===== src/rtl/multicycle_main_fsm_if.sv =====
// Control bundle between the multicycle main FSM and the shared-memory
// datapath.
//
// Signals:
//   opcode    : instr[31:26] from the instruction register
//   mem_ready : memory access completes this cycle
//   iord, memwrite, irwrite, regdst, memtoreg, regwrite, alusrca,
//   alusrcb, aluop, pcsrc, pcwrite, branch, branch_ne : datapath controls
//   illegal_op: unsupported opcode seen in DECODE
//   state     : current FSM state, for debug
//
// Modports:
//   master : the controller (drives the controls, reads opcode/mem_ready)
//   slave  : the datapath side
interface multicycle_main_fsm_if #(
  parameter int STATE_W = 4
);
  logic [5:0]         opcode;
  logic               mem_ready;
  logic               iord;
  logic               memwrite;
  logic               irwrite;
  logic               regdst;
  logic               memtoreg;
  logic               regwrite;
  logic               alusrca;
  logic [1:0]         alusrcb;
  logic [1:0]         aluop;
  logic [1:0]         pcsrc;
  logic               pcwrite;
  logic               branch;
  logic               branch_ne;
  logic               illegal_op;
  logic [STATE_W-1:0] state;

  modport master (
    input  opcode, mem_ready,
    output iord, memwrite, irwrite, regdst, memtoreg, regwrite, alusrca,
           alusrcb, aluop, pcsrc, pcwrite, branch, branch_ne, illegal_op,
           state
  );

  modport slave (
    output opcode, mem_ready,
    input  iord, memwrite, irwrite, regdst, memtoreg, regwrite, alusrca,
           alusrcb, aluop, pcsrc, pcwrite, branch, branch_ne, illegal_op,
           state
  );
endinterface


===== src/rtl/multicycle_main_fsm.sv =====
// Multicycle MIPS main controller FSM.
//
// Sequences each instruction through FETCH, DECODE, execute, memory and
// writeback states, driving datapath selects and write enables. Memory
// accesses in FETCH, MEMREAD and MEMWRITE stall until mem_ready.
//
// Ports:
//   clk   : system clock, rising edge
//   reset : synchronous, active-high; returns the FSM to FETCH
//   bus   : multicycle_main_fsm_if.master (opcode, mem_ready in; all
//           datapath controls, illegal_op and debug state out)
//
// Parameters:
//   USE_MEM_READY : 1 = honour mem_ready, 0 = treat it as always 1
//   STATE_W       : state register width (4 or more)
//
// Build option:
//   MULTICYCLE_BNE_EN : adds the BNE state (opcode 000101, encoding 12)
//                       and drives branch_ne; otherwise bne is illegal
//                       and branch_ne is tied 0.
module multicycle_main_fsm #(
  parameter int USE_MEM_READY = 1,
  parameter int STATE_W       = 4
) (
  input  logic                 clk,
  input  logic                 reset,
  multicycle_main_fsm_if.master bus
);

  typedef enum logic [STATE_W-1:0] {
    S_FETCH    = STATE_W'(0),
    S_DECODE   = STATE_W'(1),
    S_MEMADR   = STATE_W'(2),
    S_MEMREAD  = STATE_W'(3),
    S_MEMWB    = STATE_W'(4),
    S_MEMWRITE = STATE_W'(5),
    S_EXECUTE  = STATE_W'(6),
    S_ALUWB    = STATE_W'(7),
    S_BRANCH   = STATE_W'(8),
    S_IMMEXEC  = STATE_W'(9),
    S_IMMWB    = STATE_W'(10),
    S_JUMP     = STATE_W'(11),
    S_BNE      = STATE_W'(12)
  } state_e;

  localparam logic [5:0] OP_RTYPE = 6'b000000;
  localparam logic [5:0] OP_J     = 6'b000010;
  localparam logic [5:0] OP_BEQ   = 6'b000100;
  localparam logic [5:0] OP_BNE   = 6'b000101;
  localparam logic [5:0] OP_ADDI  = 6'b001000;
  localparam logic [5:0] OP_SLTI  = 6'b001010;
  localparam logic [5:0] OP_ANDI  = 6'b001100;
  localparam logic [5:0] OP_ORI   = 6'b001101;
  localparam logic [5:0] OP_LW    = 6'b100011;
  localparam logic [5:0] OP_SW    = 6'b101011;

  // Moore portion of the outputs. irwrite and the FETCH pcwrite are not
  // stored here because they follow mem_ready combinationally.
  typedef struct packed {
    logic       iord;
    logic       memwrite;
    logic       regdst;
    logic       memtoreg;
    logic       regwrite;
    logic       alusrca;
    logic [1:0] alusrcb;
    logic [1:0] aluop;
    logic [1:0] pcsrc;
    logic       pcwrite;
    logic       branch;
`ifdef MULTICYCLE_BNE_EN
    logic       branch_ne;
`endif
  } ctrl_t;

  state_e state_q;
  state_e state_nxt;
  ctrl_t  ctrl_q;
  ctrl_t  ctrl_out;
  logic   mem_ok;
  logic   fetch_go;

  function automatic logic is_legal(input logic [5:0] op);
    case (op)
      OP_RTYPE, OP_J, OP_BEQ, OP_ADDI, OP_SLTI, OP_ANDI, OP_ORI,
      OP_LW, OP_SW: is_legal = 1'b1;
`ifdef MULTICYCLE_BNE_EN
      OP_BNE:       is_legal = 1'b1;
`endif
      default:      is_legal = 1'b0;
    endcase
  endfunction

  function automatic state_e next_state(input state_e s, input logic [5:0] op,
                                        input logic ok);
    next_state = S_FETCH;
    case (s)
      S_FETCH:    next_state = ok ? S_DECODE : S_FETCH;
      S_DECODE: begin
        case (op)
          OP_LW, OP_SW:                     next_state = S_MEMADR;
          OP_RTYPE:                         next_state = S_EXECUTE;
          OP_BEQ:                           next_state = S_BRANCH;
          OP_ADDI, OP_ANDI, OP_ORI, OP_SLTI: next_state = S_IMMEXEC;
          OP_J:                             next_state = S_JUMP;
`ifdef MULTICYCLE_BNE_EN
          OP_BNE:                           next_state = S_BNE;
`endif
          default:                          next_state = S_FETCH;
        endcase
      end
      S_MEMADR:   next_state = (op == OP_LW) ? S_MEMREAD : S_MEMWRITE;
      S_MEMREAD:  next_state = ok ? S_MEMWB : S_MEMREAD;
      S_MEMWRITE: next_state = ok ? S_FETCH : S_MEMWRITE;
      S_EXECUTE:  next_state = S_ALUWB;
      S_IMMEXEC:  next_state = S_IMMWB;
      default:    next_state = S_FETCH;
    endcase
  endfunction

  function automatic ctrl_t decode(input state_e s, input logic [5:0] op);
    ctrl_t c;
    c = '0;
    case (s)
      S_FETCH:    c.alusrcb = 2'b01;
      S_DECODE:   c.alusrcb = 2'b11;
      S_MEMADR: begin
        c.alusrca = 1'b1;
        c.alusrcb = 2'b10;
      end
      S_MEMREAD:  c.iord = 1'b1;
      S_MEMWB: begin
        c.memtoreg = 1'b1;
        c.regwrite = 1'b1;
      end
      S_MEMWRITE: begin
        c.iord     = 1'b1;
        c.memwrite = 1'b1;
      end
      S_EXECUTE: begin
        c.alusrca = 1'b1;
        c.aluop   = 2'b11;
      end
      S_ALUWB: begin
        c.regdst   = 1'b1;
        c.regwrite = 1'b1;
      end
      S_BRANCH: begin
        c.alusrca = 1'b1;
        c.aluop   = 2'b01;
        c.pcsrc   = 2'b01;
        c.branch  = 1'b1;
      end
      S_IMMEXEC: begin
        c.alusrca = 1'b1;
        c.alusrcb = 2'b10;
        // addi uses the plain add; the logical/compare immediates are
        // resolved by the ALU decoder from the opcode.
        c.aluop   = (op == OP_ADDI) ? 2'b00 : 2'b10;
      end
      S_IMMWB:    c.regwrite = 1'b1;
      S_JUMP: begin
        c.pcsrc   = 2'b10;
        c.pcwrite = 1'b1;
      end
`ifdef MULTICYCLE_BNE_EN
      S_BNE: begin
        c.alusrca   = 1'b1;
        c.aluop     = 2'b01;
        c.pcsrc     = 2'b01;
        c.branch_ne = 1'b1;
      end
`endif
      default:    c = '0;
    endcase
    return c;
  endfunction

  assign mem_ok = (USE_MEM_READY != 0) ? bus.mem_ready : 1'b1;

  always_comb begin
    state_nxt = next_state(state_q, bus.opcode, mem_ok);
  end

  // Outputs are registered from the next-state decode, so they line up
  // with the state register. The opcode is stable in the instruction
  // register from DECODE, so IMMEXEC's aluop can be resolved on entry.
  always_ff @(posedge clk) begin
    if (reset) begin
      state_q <= S_FETCH;
      ctrl_q  <= decode(S_FETCH, 6'd0);
    end else begin
      state_q <= state_nxt;
      ctrl_q  <= decode(state_nxt, bus.opcode);
    end
  end

  // While reset is high the outputs must already look like FETCH, even
  // before the first edge, so no stale memwrite/regwrite can escape.
  assign ctrl_out = reset ? decode(S_FETCH, 6'd0) : ctrl_q;
  assign fetch_go = (state_q == S_FETCH) && mem_ok && !reset;

  assign bus.iord       = ctrl_out.iord;
  assign bus.memwrite   = ctrl_out.memwrite;
  assign bus.irwrite    = fetch_go;
  assign bus.regdst     = ctrl_out.regdst;
  assign bus.memtoreg   = ctrl_out.memtoreg;
  assign bus.regwrite   = ctrl_out.regwrite;
  assign bus.alusrca    = ctrl_out.alusrca;
  assign bus.alusrcb    = ctrl_out.alusrcb;
  assign bus.aluop      = ctrl_out.aluop;
  assign bus.pcsrc      = ctrl_out.pcsrc;
  assign bus.pcwrite    = ctrl_out.pcwrite | fetch_go;
  assign bus.branch     = ctrl_out.branch;
`ifdef MULTICYCLE_BNE_EN
  assign bus.branch_ne  = ctrl_out.branch_ne;
`else
  assign bus.branch_ne  = 1'b0;
`endif
  assign bus.illegal_op = (state_q == S_DECODE) && !is_legal(bus.opcode) && !reset;
  assign bus.state      = state_q;

endmodule


===== src/flat_wrapper.sv =====
// flat-port wrapper written by rule: the top's interface ports become plain ports
module multicycle_main_fsm_flat 
#(
  parameter int USE_MEM_READY = 1,
  parameter int STATE_W       = 4
)
  (clk, reset, bus_opcode, bus_mem_ready, bus_iord, bus_memwrite, bus_irwrite, bus_regdst, bus_memtoreg, bus_regwrite, bus_alusrca, bus_alusrcb, bus_aluop, bus_pcsrc, bus_pcwrite, bus_branch, bus_branch_ne, bus_illegal_op, bus_state);
  multicycle_main_fsm_if #(.STATE_W(STATE_W)) bus_i ();
  input  logic clk;
  input  logic reset;
  input wire logic [$bits(bus_i.opcode)-1:0] bus_opcode;
  input wire logic [$bits(bus_i.mem_ready)-1:0] bus_mem_ready;
  output wire logic [$bits(bus_i.iord)-1:0] bus_iord;
  output wire logic [$bits(bus_i.memwrite)-1:0] bus_memwrite;
  output wire logic [$bits(bus_i.irwrite)-1:0] bus_irwrite;
  output wire logic [$bits(bus_i.regdst)-1:0] bus_regdst;
  output wire logic [$bits(bus_i.memtoreg)-1:0] bus_memtoreg;
  output wire logic [$bits(bus_i.regwrite)-1:0] bus_regwrite;
  output wire logic [$bits(bus_i.alusrca)-1:0] bus_alusrca;
  output wire logic [$bits(bus_i.alusrcb)-1:0] bus_alusrcb;
  output wire logic [$bits(bus_i.aluop)-1:0] bus_aluop;
  output wire logic [$bits(bus_i.pcsrc)-1:0] bus_pcsrc;
  output wire logic [$bits(bus_i.pcwrite)-1:0] bus_pcwrite;
  output wire logic [$bits(bus_i.branch)-1:0] bus_branch;
  output wire logic [$bits(bus_i.branch_ne)-1:0] bus_branch_ne;
  output wire logic [$bits(bus_i.illegal_op)-1:0] bus_illegal_op;
  output wire logic [$bits(bus_i.state)-1:0] bus_state;
  assign bus_i.opcode = bus_opcode;
  assign bus_i.mem_ready = bus_mem_ready;
  assign bus_iord = bus_i.iord;
  assign bus_memwrite = bus_i.memwrite;
  assign bus_irwrite = bus_i.irwrite;
  assign bus_regdst = bus_i.regdst;
  assign bus_memtoreg = bus_i.memtoreg;
  assign bus_regwrite = bus_i.regwrite;
  assign bus_alusrca = bus_i.alusrca;
  assign bus_alusrcb = bus_i.alusrcb;
  assign bus_aluop = bus_i.aluop;
  assign bus_pcsrc = bus_i.pcsrc;
  assign bus_pcwrite = bus_i.pcwrite;
  assign bus_branch = bus_i.branch;
  assign bus_branch_ne = bus_i.branch_ne;
  assign bus_illegal_op = bus_i.illegal_op;
  assign bus_state = bus_i.state;
  multicycle_main_fsm #(.USE_MEM_READY(USE_MEM_READY), .STATE_W(STATE_W)) u_core (.clk(clk), .reset(reset), .bus(bus_i));
endmodule

===== config.mk =====
export PLATFORM = sky130hd
export DESIGN_NAME = multicycle_main_fsm_flat
export DESIGN_NICKNAME = d
export VERILOG_FILES = /design/src/rtl/multicycle_main_fsm_if.sv /design/src/rtl/multicycle_main_fsm.sv /design/src/flat_wrapper.sv
export SDC_FILE = /design/constraint.sdc
export NUM_CORES = 1
export LEC_CHECK = 0
export CAP_MARGIN = 20
export CORE_MARGIN = 5
export CORE_UTILIZATION = 47
export DETAILED_ROUTE_END_ITERATION = 8
export PLACE_DENSITY = 0.87
export SLEW_MARGIN = 10
export SYNTH_ARGS = -nofsm -noshare
export SYNTH_HDL_FRONTEND = slang
export SYNTH_SLANG_ARGS = --single-unit

===== constraint.sdc =====
create_clock -name clk -period 2.33 [get_ports clk]
set_input_delay 0.5825 -clock clk [delete_from_list [all_inputs] [get_ports clk]]
set_output_delay 0.5825 -clock clk [all_outputs]
set_load 0.02 [all_outputs]

**Yosys cells after proc, flatten, opt, wreduce, memory -nomap -nowiden**

Index checks and enable logic that the tools add are counted.

- Bits in latches: 0
- Memories kept: 0
- Word-level logic and storage cells: 74
- Bits in read-only memories: 0
- Output and inout bits: 21
- Flip-flop bits (word level): 18
- Bits in writable memories: 0

- Bitwise logic cells: 1
- Equal/unequal tests: 25
- Add/subtract/negate cells: 0
- Multiply operators: 0
- Div/mod/pow operators: 0
- Order comparisons: 0
- Muxes and demuxes: 20
- Reduce and logical (&&, ||, !) cells: 16
- Shift-type cells: 0

Operators by type and width:

| cell | number |
|---|---|
| $pmux 4 s7 | 1 |
| $eq 4x3->1 const B | 6 |
| $eq 6x4->1 const B | 4 |
| $eq 4x4->1 const B | 5 |
| $pmux 4 s5 | 1 |
| $eq 4x2->1 const B | 4 |
| $mux 14 | 1 |
| $eq 6x6->1 const B | 2 |
| $pmux 2 s3 | 2 |
| $mux 1 | 10 |
| $mux 3 | 3 |
| $reduce_or 9->1 | 1 |
| $eq 4x1->1 const B | 2 |
| $logic_not 4->1 | 2 |
| $reduce_or 4->1 | 2 |
| $eq 6x2->1 const B | 1 |
| $eq 6x3->1 const B | 1 |
| $logic_not 6->1 | 1 |
| $reduce_or 2->1 | 3 |
| $logic_and 1x1->1 | 4 |
| $pmux 2 s2 | 1 |
| $reduce_or 3->1 | 1 |
| $logic_not 1->1 | 2 |
| $mux 2 | 1 |
| $or 1x1->1 | 1 |

**Longest topological paths before layout**

Gate-level depths: netlist of run 1.

- Depth after elaboration: 7
- Depth in mapped cells: 9
- Mapped depth without buffers: 6

**Worst setup path before layout of run 1**

No wires, ideal clock.

- Path kind: input -> output
- Start: in bus_opcode[5]
- End: out bus_illegal_op
- Arrival time: 1.750 ns
- Required time: 1.747 ns
- Path slack: -0.003 ns
- Stages on the path: 5
- Path through: buf_2 xnor2_1 nand3b_1 a21oi_1 nor4b_1

- Longest elaborated chain between the ends: 6
- Elaborated cells on any way between the ends: 14
- Classes of those cells: eq/ne (8); mux (1); reduce/logical (5)

RTL lines:

| element | line | text |
|---|---|---|
| start: declaration | flat_wrapper.sv:11 | `input wire logic [$bits(bus_i.opcode)-1:0] bus_opcode;` |
| $eq 6x2->1, or another cell as far along | multicycle_main_fsm.sv:84 | `case (op)` |
| $reduce_or 9->1 * | multicycle_main_fsm.sv:84 |  |
| $mux 1 * | multicycle_main_fsm.sv:84 |  |
| $logic_not 1->1 * | multicycle_main_fsm.sv:220 | `assign bus.illegal_op = (state_q == S_DECODE) && !is_legal(bus.opcode) && !reset;` |
| $logic_and 1x1->1 * (2 in series) | multicycle_main_fsm.sv:220 |  |
| end: declaration | flat_wrapper.sv:26 | `output wire logic [$bits(bus_i.illegal_op)-1:0] bus_illegal_op;` |

Mark *: on every way between the ends. The rest lies on a longest branch, timed or not.

**Final worst setup path of run 1**

- Start: in reset
- End: out bus_branch

- Longest elaborated chain between the ends: 1

RTL lines:

| element | line | text |
|---|---|---|
| start: declaration | flat_wrapper.sv:10 | `input logic reset;` |
| $mux 14 | multicycle_main_fsm.sv:200 | `assign ctrl_out = reset ? decode(S_FETCH, 6'd0) : ctrl_q;` |
| end: declaration | flat_wrapper.sv:24 | `output wire logic [$bits(bus_i.branch)-1:0] bus_branch;` |

Every way passes these cells.

==> flow_metrics.env, run 1 <==
export IMPL_status="finished clean"
export IMPL_p_comb_share_pct=23.7
export IMPL_seqPwrFrac_pct=50.4
export IMPL_fin_crit_sh_pct=97.81
export IMPL_drt_first_pass_iters=4
export IMPL_drive_gt1_share_pct=29.55
export IMPL_n_antenna_cell=0
export IMPL_rows=17
export IMPL_cts_tree="yes"
export IMPL_dp_hpwl_mm=2.286
export IMPL_cts_setup_buffers=0
export IMPL_async_reset_ff_share_pct=0
export IMPL_yosysSeqAreaShare_pct=32.11
export IMPL_timing_final_ws_setup_ns=0.05099
export IMPL_critPathMaxFanout=9
export IMPL_timing_fmax_mhz=438.8
export IMPL_grt_remaining_overflow=0
export IMPL_end_kind="output pin"
export IMPL_finalWeightedCongestion=0.9311
export IMPL_intPower_w=0.0004280
export IMPL_root_buffer="clkbuf_4"
export IMPL_die_w_um=57.49
export IMPL_p_per_area_nw_per_um2=379.4
export IMPL_slew_violations=0
export IMPL_die_h_um=57.49
export IMPL_syn_num_nets=141
export IMPL_yosys_warnings=0
export IMPL_fin_nets=186
export IMPL_cts_max_level=1
export IMPL_coreArea_sq_um=2191
export IMPL_viasPerCell=5.574
export IMPL_drtIter0Drc=23
export IMPL_grt_total_usage_pct=18.27
export IMPL_cts_sinks=17
export IMPL_routedWlPerCell_um=14.78
export IMPL_swShare_pct=27.35
export IMPL_antenna_left=0
export IMPL_n_fill_cell=174
export IMPL_power_switching_w=0.0001611
export IMPL_period_minus_slack_ns=2.279
export IMPL_synth_avg_cell_area_sq_um=8.029
export IMPL_reg2reg_from="u_core.bus.state[0]$_SDFF_PP0_"
export IMPL_vdd_ir_drop_max_uv=222.8
export IMPL_final_area_sq_um=1553
export IMPL_required_ns=1.75
export IMPL_grt_pass1_vias=1083
export IMPL_placed_area_sq_um=1488
export IMPL_die_area_sq_um=3305
export IMPL_clock_skew_final_ns=0.007546
export IMPL_worstSkewPairLatency_ns=0.29
export IMPL_maxCapViolations=0
export IMPL_p_leak_nw=0.7336
export IMPL_grt_max_degree=12
export IMPL_path_class="input port to output pin"
export IMPL_syn2layout_area_growth_pct=46.52
export IMPL_path_clk_slew_ns=0.09
export IMPL_ys_types=41
export IMPL_hold_violations=0
export IMPL_rsz0062_at_grt="true"
export IMPL_netlist_instances=132
export IMPL_hold_start="u_core.bus.state[3]$_SDFF_PP0_"
export IMPL_drc=0
export IMPL_synth_edff_count=0
export IMPL_setup_viol=0
export IMPL_start_util_pct=48.37
export IMPL_critPathArrivalTime_ns=1.70
export IMPL_ctsHoldBuffers=0
export IMPL_portBuffers=28
export IMPL_synth_seq_cells=17
export IMPL_place_ws_ns=-0.5797
export IMPL_cp_startpoint="reset"
export IMPL_wirelength_mm=3.016
export IMPL_num_io_pins=30
export IMPL_clockPowerShare_pct=25.9
export IMPL_multiInputGateArea_sq_um=674.4
export IMPL_clock_path_buffers=2
export IMPL_hold_slack_ns=0.5676
export IMPL_vias=1137
export IMPL_grt_pass1_wl_mm=4.802
export IMPL_antenna_found_initial=0
export IMPL_startpoint_type="input port"
export IMPL_final_seq_area_sq_um=340.3
export IMPL_synthesis_area_sq_um=1060
export IMPL_numCtsBuffers=3
export IMPL_synthFlopType="dfxtp_1"
export IMPL_hold_class="flop to flop"
area by class of cell:
| cell class | count | share of cell area [%] |
|---|---|---|
| clock buffer | 4 | 1.692 |
| multi-input combinational | 96 | 43.43 |
| timing repair buffer | 56 | 29.98 |
| sequential | 17 | 21.92 |
| tap | 28 | 2.256 |
| inverter | 3 | 0.7252 |
through the flow:
step                      util [%]  setup TNS (ns)  std cells  total power [W]
after CTS                    69.50        -0.06858        204        0.0005860
after floorplan                  -               0        132        0.0003750
after detailed placement     67.90          -9.027        200        0.0004346
final                        70.87               0        204        0.0005891
after global routing         70.87        -0.06380        204        0.0006143
after global placement       67.90          -7.290        200        0.0004280
state kept, by name, summed over array words and instances (netlist names):
signal	flops
u_core.bus.state	4
u_core.ctrl_q	13
critical path, cell delays in order:
cell             delay, ns
clkdlybuf4s50_1       0.45
buf_4                 0.18
nor2b_1               0.16
clkdlybuf4s15_1       0.32
cell families (layout without fill, tap and decap cells):
| kind of cell | Yosys count | count (layout) | synth area share (%) |
|---|---|---|---|
| compound gates | 21 | 21 | 14.76 |
| xor+xnor | 2 | 2 | 1.653 |
| buf+inv | 19 | 63 | 10.86 |
| flops | 17 | 17 | 32.11 |
| mux | 2 | 2 | 1.889 |
| other cells | 1 | 1 | 0.3539 |
| simple gates | 70 | 70 | 38.37 |
path summary, 6_finish.rpt:
| kind | to | cells after the start | slack [ns] |
|---|---|---|---|
| worst max register to register | u_core.ctrl_q[5]$_SDFF_PP0_ | 7 | 0.48 |
| worst min-delay path | u_core.ctrl_q[9]$_SDFF_PP0_ | 1 | 0.57 |
| worst min register to register | u_core.ctrl_q[9]$_SDFF_PP0_ | 1 | 0.57 |
| worst max-delay path | bus_branch | 4 | 0.05 |
power by group through the flow:
stage | clock network [W] | logic (W) | registers (W)
6_report | 0.000153 | 0.000140 | 0.000297
5_1_grt | 0.000167 | 0.000151 | 0.000297
4_1_cts | 0.000154 | 0.000136 | 0.000296
3_5_place_dp | 0 | 0.000132 | 0.000303
3_3_place_gp | 0 | 0.000126 | 0.000302
2_1_floorplan | 0 | 0.0000712 | 0.000304
cells in the mapped netlist (all sizes together) (2+ instances only):
library cell,number,share of area (%)
a21oi,3,1.4
a31oi,4,2.4
and3,4,2.4
and3b,2,1.7
buf,11,8.0
clkbuf,5,1.8
dfxtp,17,32
inv,3,1.1
mux2i,2,1.9
nand2,6,2.1
nand3,4,1.9
nand4,2,1.2
nor2,15,5.3
nor2b,15,8.9
nor3,6,2.8
nor3b,3,2.1
nor4,4,2.4
nor4b,2,2.2
o21ai,3,1.4
o31ai,2,1.4
or3,3,1.8
layer usage:
layer	vias to the layer above	global-route usage, %	wire (um)
met5	-	0	0
met4	0	11.59	80
met3	10	1.810	165
met2	48	34.35	1632
met1	529	18.91	1137
li1	550	-	-
repair_timing:
action	CTS	global route
gates resized for setup	38	13
gates cloned	0	0
pin swaps	2	2
setup endpoints to repair	27	12
placed cells by master, fill, tap and decap left out, types with 2 or more instances in the layout:
cell type        instances
clkdlybuf4s50_1          8
dlygate4sd2_1           11
and3_1                   3
nor4b_2                  2
nor3b_1                  3
clkbuf_4                 3
a21oi_1                  3
buf_4                   28
or3_1                    3
nor3_1                   6
inv_1                    3
nand2_1                  6
nand3_1                  3
a31oi_1                  4
nor2_1                  15
o21ai_1                  2
dfxtp_1                 17
nand4_1                  2
nor4_2                   2
buf_2                    3
nor2b_1                 14
dlymetal6s2s_1           3
and3b_1                  2
mux2i_1                  2
Note: power is estimated with default switching activity, not from simulation.
==> inputs of run 2 (changes only) <==
Settings changed: MAX_ROUTING_LAYER from default to met4.
==> run 2 against run 1 <==
Combinational power about the same. Worst setup slack worse by 0.0012 ns. Non-clock buffer count unchanged. Maximum frequency about the same. Sequential power about the same. Register-to-register slack worse by 0.02 ns.
==> flow_metrics.env, run 2 (synthesis results as in run 1) <==
export IMPL_status="finished clean"
export IMPL_p_leak_nw=0.7336
export IMPL_top_register="u_core.ctrl_q"
export IMPL_end_kind="output pin"
export IMPL_hold_violations=0
export IMPL_power_w=0.0005897
export IMPL_critPathMaxFanout=3
export IMPL_syn2layout_area_growth_pct=46.52
export IMPL_cts_sinks=17
export IMPL_coreArea_sq_um=2191
export IMPL_clock_path_buffers=2
export IMPL_drive_gt1_share_pct=29.55
export IMPL_setup_viol=0
export IMPL_ctsHoldBuffers=0
export IMPL_fin_nets=186
export IMPL_wirelength_mm=3.029
export IMPL_crit_chain="clkdlybuf4s50_1, nor2_1, nor4b_2, buf_4"
export IMPL_root_buffer="clkbuf_4"
export IMPL_hold_class="flop to flop"
export IMPL_portBuffers=28
export IMPL_cp_top_family="buffers and inverters"
export IMPL_cts_tree="yes"
export IMPL_dp_hpwl_mm=2.286
export IMPL_place_inst=200
export IMPL_final_common_cell="buf_4"
export IMPL_finalNonFillerCells=204
export IMPL_grt_total_usage_pct=18.82
export IMPL_drtIter0Drc=15
export IMPL_timing_final_ws_setup_ns=0.04974
export IMPL_cts_max_level=1
export IMPL_antenna_left=0
export IMPL_path_buf_inv=2
export IMPL_drc=0
export IMPL_grt_remaining_overflow=0
export IMPL_die_h_um=57.49
export IMPL_clock_skew_final_ns=0.008858
export IMPL_numCtsBuffers=3
export IMPL_maxCapViolations=0
export IMPL_cp_slowest_cell="clkdlybuf4s50_1"
export IMPL_viasPerCell=5.652
export IMPL_num_io_pins=30
export IMPL_critPathArrivalTime_ns=1.70
export IMPL_n_fill_cell=174
export IMPL_path_class="input port to output pin"
export IMPL_routedWlPerCell_um=14.85
export IMPL_vias=1153
export IMPL_fin_util_pct=70.87
export IMPL_largest_register_ffs=13
export IMPL_fin_crit_sh_pct=97.87
export IMPL_p_per_area_nw_per_um2=379.8
export IMPL_start_util_pct=48.37
export IMPL_path_clk_slew_ns=0.09
export IMPL_timing_fmax_mhz=438.5
export IMPL_required_ns=1.75
export IMPL_rows=17
export IMPL_grt_pass1_wl_mm=4.802
export IMPL_final_cell_mix="buf_4, dfxtp_1, nor2_1"
export IMPL_antenna_found_initial=0
export IMPL_startpoint_type="input port"
export IMPL_rsz0062_at_grt="true"
export IMPL_die_w_um=57.49
export IMPL_grt_pass1_vias=1083
export IMPL_die_area_sq_um=3305
export IMPL_drt_first_pass_iters=4
export IMPL_place_ws_ns=-0.5797
export IMPL_placed_area_sq_um=1488
export IMPL_finalWeightedCongestion=0.9476
export IMPL_worstSkewPairLatency_ns=0.29
export IMPL_slowest_delay_ns=0.44
export IMPL_final_area_sq_um=1553
export IMPL_grt_max_degree=12
export IMPL_n_antenna_cell=0
export IMPL_slew_violations=0
export IMPL_period_minus_slack_ns=2.280
export IMPL_vdd_ir_drop_max_uv=222.7
[run 2: area by class of cell]
cell class              instances  area, sq um  area share (%)
multi-input cells              96        674.4           43.43
repair buffers                 56        465.4           29.98
flip-flops and latches         17        340.3           21.92
well taps                      28        35.03           2.256
clock buffers                   4        26.28           1.692
inverters                       3        11.26          0.7252
[run 2: timing repair]
item                                    4_1_cts  5_1_grt
buffers inserted                              0        0
endpoints found under the setup margin       27       12
resized for setup                            38       13
pin swaps                                     2        2
[run 2: metal layers]
metal | share of wire, % | wire, um | global-route usage (%) | vias up
li1 | - | - | - | 549
met1 | 37 | 1134 | 18.91 | 540
met2 | 52 | 1579 | 34.35 | 49
met3 | 5.9 | 178 | 1.810 | 15
met4 | 4.5 | 136 | 11.59 | 0
met5 | 0 | 0 | - | -
[run 2: per-stage QoR]
| step | hold WS, ns | setup TNS (ns) |
|---|---|---|
| floorplan | 0.6874 | 0 |
| global placement | 0.5346 | -7.290 |
| detailed placement | 0.5372 | -9.027 |
| CTS | 0.5606 | -0.06858 |
| global route | 0.5953 | -0.06379 |
| finish | 0.5694 | 0 |
[run 2: where the power goes]
part | internal, W | switching, W
Clock | 0.0000665 | 0.0000866
Sequential | 0.000294 | 0.00000265
Combinational | 0.0000675 | 0.0000725
Total | 0.000428 | 0.000162
[run 2: worst paths after layout]
kind | from | end | slack (ns) | cells after the start
hold reg to reg | u_core.bus.state[3]$_SDFF_PP0_ | u_core.ctrl_q[9]$_SDFF_PP0_ | 0.57 | 1
setup reg to reg | u_core.bus.state[0]$_SDFF_PP0_ | u_core.ctrl_q[5]$_SDFF_PP0_ | 0.46 | 7
setup / recovery | reset | bus_illegal_op | 0.05 | 4
hold / removal | u_core.bus.state[3]$_SDFF_PP0_ | u_core.ctrl_q[9]$_SDFF_PP0_ | 0.57 | 1
[run 2: worst reg2reg max path: stages (launching register included)]
cell and delay, ns:
dfxtp_1 0.44, buf_4 0.20, nor4b_2 0.25, o211ai_1 0.19, and4_4 0.27, buf_4 0.15, nand3_1 0.11, o22ai_1 0.12
==> inputs of run 3 (changes only) <==
--- a/config.mk
+++ b/config.mk
@@ -9,8 +9,8 @@
 export CORE_MARGIN = 5
 export CORE_UTILIZATION = 47
+export CTS_CLUSTER_SIZE = 28
 export DETAILED_ROUTE_END_ITERATION = 8
 export MAX_ROUTING_LAYER = met4
 export PLACE_DENSITY = 0.87
-export SLEW_MARGIN = 10
 export SYNTH_ARGS = -nofsm -noshare
 export SYNTH_HDL_FRONTEND = slang
==> constraint.sdc (replaced) <==
create_clock -name clk -period 2.33 [get_ports clk]
set_input_delay 0.5825 -clock clk [delete_from_list [all_inputs] [get_ports clk]]
set_output_delay 0.5825 -clock clk [all_outputs]
set_load 0.01 [all_outputs]
==> run 3 against run 2 <==
Combinational power barely moved. Routed wire length fell by 1.7%. Sequential power barely moved. Final area rose by 3.7%. Die area did not move. Register-to-register slack improved by 0.14 ns. Critical path type unchanged. Critical endpoint is now bus_pcwrite.
==> flow_metrics.env, run 3 (synthesis results as in run 1) <==
export IMPL_worstSkewPairLatency_ns=0.29
export IMPL_drive_gt1_share_pct=28.73
export IMPL_grt_pass1_wl_mm=4.885
export IMPL_seqPwrFrac_pct=50.1
export IMPL_grt_total_usage_pct=19.46
export IMPL_maxCapViolations=0
export IMPL_cts_tree="yes"
export IMPL_end_kind="output pin"
export IMPL_antenna_left=0
export IMPL_start_util_pct=48.37
export IMPL_crit_chain="clkdlybuf4s50_1, nor2b_2, a21oi_1, nor2_1, dlygate4sd2_1"
export IMPL_cts_max_level=1
export IMPL_path_buf_inv=2
export IMPL_drt_first_pass_iters=4
export IMPL_routedWlPerCell_um=14.25
export IMPL_p_comb_share_pct=23.8
export IMPL_rsz0062_at_grt="false"
export IMPL_clockPowerShare_pct=26.1
export IMPL_hold_violations=0
export IMPL_vdd_ir_drop_max_uv=262.2
export IMPL_power_switching_w=0.0001572
export IMPL_die_area_sq_um=3305
export IMPL_dp_hpwl_mm=2.239
export IMPL_largest_register_ffs=13
export IMPL_status="finished clean"
export IMPL_die_w_um=57.49
export IMPL_syn2layout_area_growth_pct=51.95
export IMPL_p_per_area_nw_per_um2=366.0
export IMPL_clock_skew_final_ns=0.007993
export IMPL_drtIter0Drc=29
export IMPL_slew_violations=0
export IMPL_top_register="u_core.ctrl_q"
export IMPL_wirelength_mm=2.978
export IMPL_cp_top_family="buffers and inverters"
export IMPL_startpoint_type="input port"
export IMPL_hold_class="flop to flop"
export IMPL_viasPerCell=5.469
export IMPL_setup_viol=0
export IMPL_die_h_um=57.49
export IMPL_path_class="input port to output pin"
export IMPL_p_leak_nw=0.7467
export IMPL_reg2reg_from="u_core.bus.state[2]$_SDFF_PP0_"
export IMPL_cp_startpoint="bus_mem_ready"
export IMPL_n_antenna_cell=0
export IMPL_hold_slack_ns=0.5440
export IMPL_hold_start="u_core.bus.state[3]$_SDFF_PP0_"
export IMPL_final_common_cell="buf_4"
export IMPL_coreArea_sq_um=2191
export IMPL_swShare_pct=26.68
export IMPL_critPathArrivalTime_ns=1.69
export IMPL_cts_sinks=17
export IMPL_grt_remaining_overflow=0
export IMPL_num_io_pins=30
export IMPL_intPower_w=0.0004322
export IMPL_final_cell_mix="buf_4, dfxtp_1, nor2_1"
export IMPL_critPathMaxFanout=3
export IMPL_grt_max_degree=13
export IMPL_numCtsBuffers=3
export IMPL_rows=17
export IMPL_vias=1143
export IMPL_fin_nets=191
export IMPL_slowest_delay_ns=0.46
export IMPL_antenna_found_initial=0
export IMPL_fin_crit_sh_pct=97.43
export IMPL_period_minus_slack_ns=2.270
export IMPL_portBuffers=28
export IMPL_grt_pass1_vias=1090
export IMPL_timing_fmax_mhz=440.5
export IMPL_cp_slowest_cell="clkdlybuf4s50_1"
export IMPL_path_clk_slew_ns=0.09
export IMPL_drc=0
export IMPL_required_ns=1.75
export IMPL_root_buffer="clkbuf_4"
export IMPL_fin_util_pct=73.50
export IMPL_finalWeightedCongestion=0.9239
export IMPL_clock_path_buffers=2
-- run 3: routing by layer --
layer / wire, um / GRT usage, %
met2: 1603 / 35.81
met5: 0 / -
met4: 99 / 10.93
met1: 1051 / 18.83
met3: 223 / 3.394
-- run 3: timing repair --
item | in CTS | in global routing
hold buffers | 0 | 0
pin swaps | 3 | 3
buffers inserted | 2 | 0
gates resized for setup | 24 | 10
setup endpoints to repair | 22 | 8
-- run 3: through the flow --
step	power [W]	instance area [sq um]	setup WS (ns)	cells	TNS (ns)
final	0.0005894	1610	0.05997	209	0
after detailed placement	0.0004305	1504	-0.5088	203	-7.679
after CTS	0.0005851	1572	-0.05380	209	-0.05916
after global routing	0.0006173	1610	0.003140	209	0
after floorplan	0.0003694	1060	0.2939	132	0
after global placement	0.0004243	1504	-0.4158	203	-5.690
-- run 3: worst register-to-register path, cell delays in order, from the launching register on --
cell	delay, ns
dfxtp_1	0.34
buf_4	0.18
nor4b_2	0.32
o211ai_1	0.18
and4_4	0.26
xor2_1	0.16
a22o_1	0.19
-- run 3: path summary, 6_finish.rpt --
path                            endpoint  slack, ns  cells past startpoint
max reg2reg  u_core.ctrl_q[9]$_SDFF_PP0_       0.60                      6
min          u_core.ctrl_q[9]$_SDFF_PP0_       0.54                      1
max                          bus_pcwrite       0.06                      5
min reg2reg  u_core.ctrl_q[9]$_SDFF_PP0_       0.54                      1
-- run 3: cell type report --
| class | instances | area (sq um) |
|---|---|---|
| multi-input cells | 96 | 663.1 |
| fillers | 163 | 580.6 |
| repair buffers | 61 | 534.3 |
| flip-flops and latches | 17 | 340.3 |
| well taps | 28 | 35.03 |
| clock buffers | 4 | 26.28 |
| inverters | 3 | 11.26 |
-- run 3: power groups by stage --
| stage | Clock, W | Sequential, W | Combinational, W |
|---|---|---|---|
| 2_1_floorplan | 0 | 0.000303 | 0.0000667 |
| 3_5_place_dp | 0 | 0.000302 | 0.000129 |
| 5_1_grt | 0.000170 | 0.000296 | 0.000152 |
| 4_1_cts | 0.000154 | 0.000295 | 0.000136 |
| 6_report | 0.000154 | 0.000295 | 0.000140 |
| 3_3_place_gp | 0 | 0.000302 | 0.000123 |
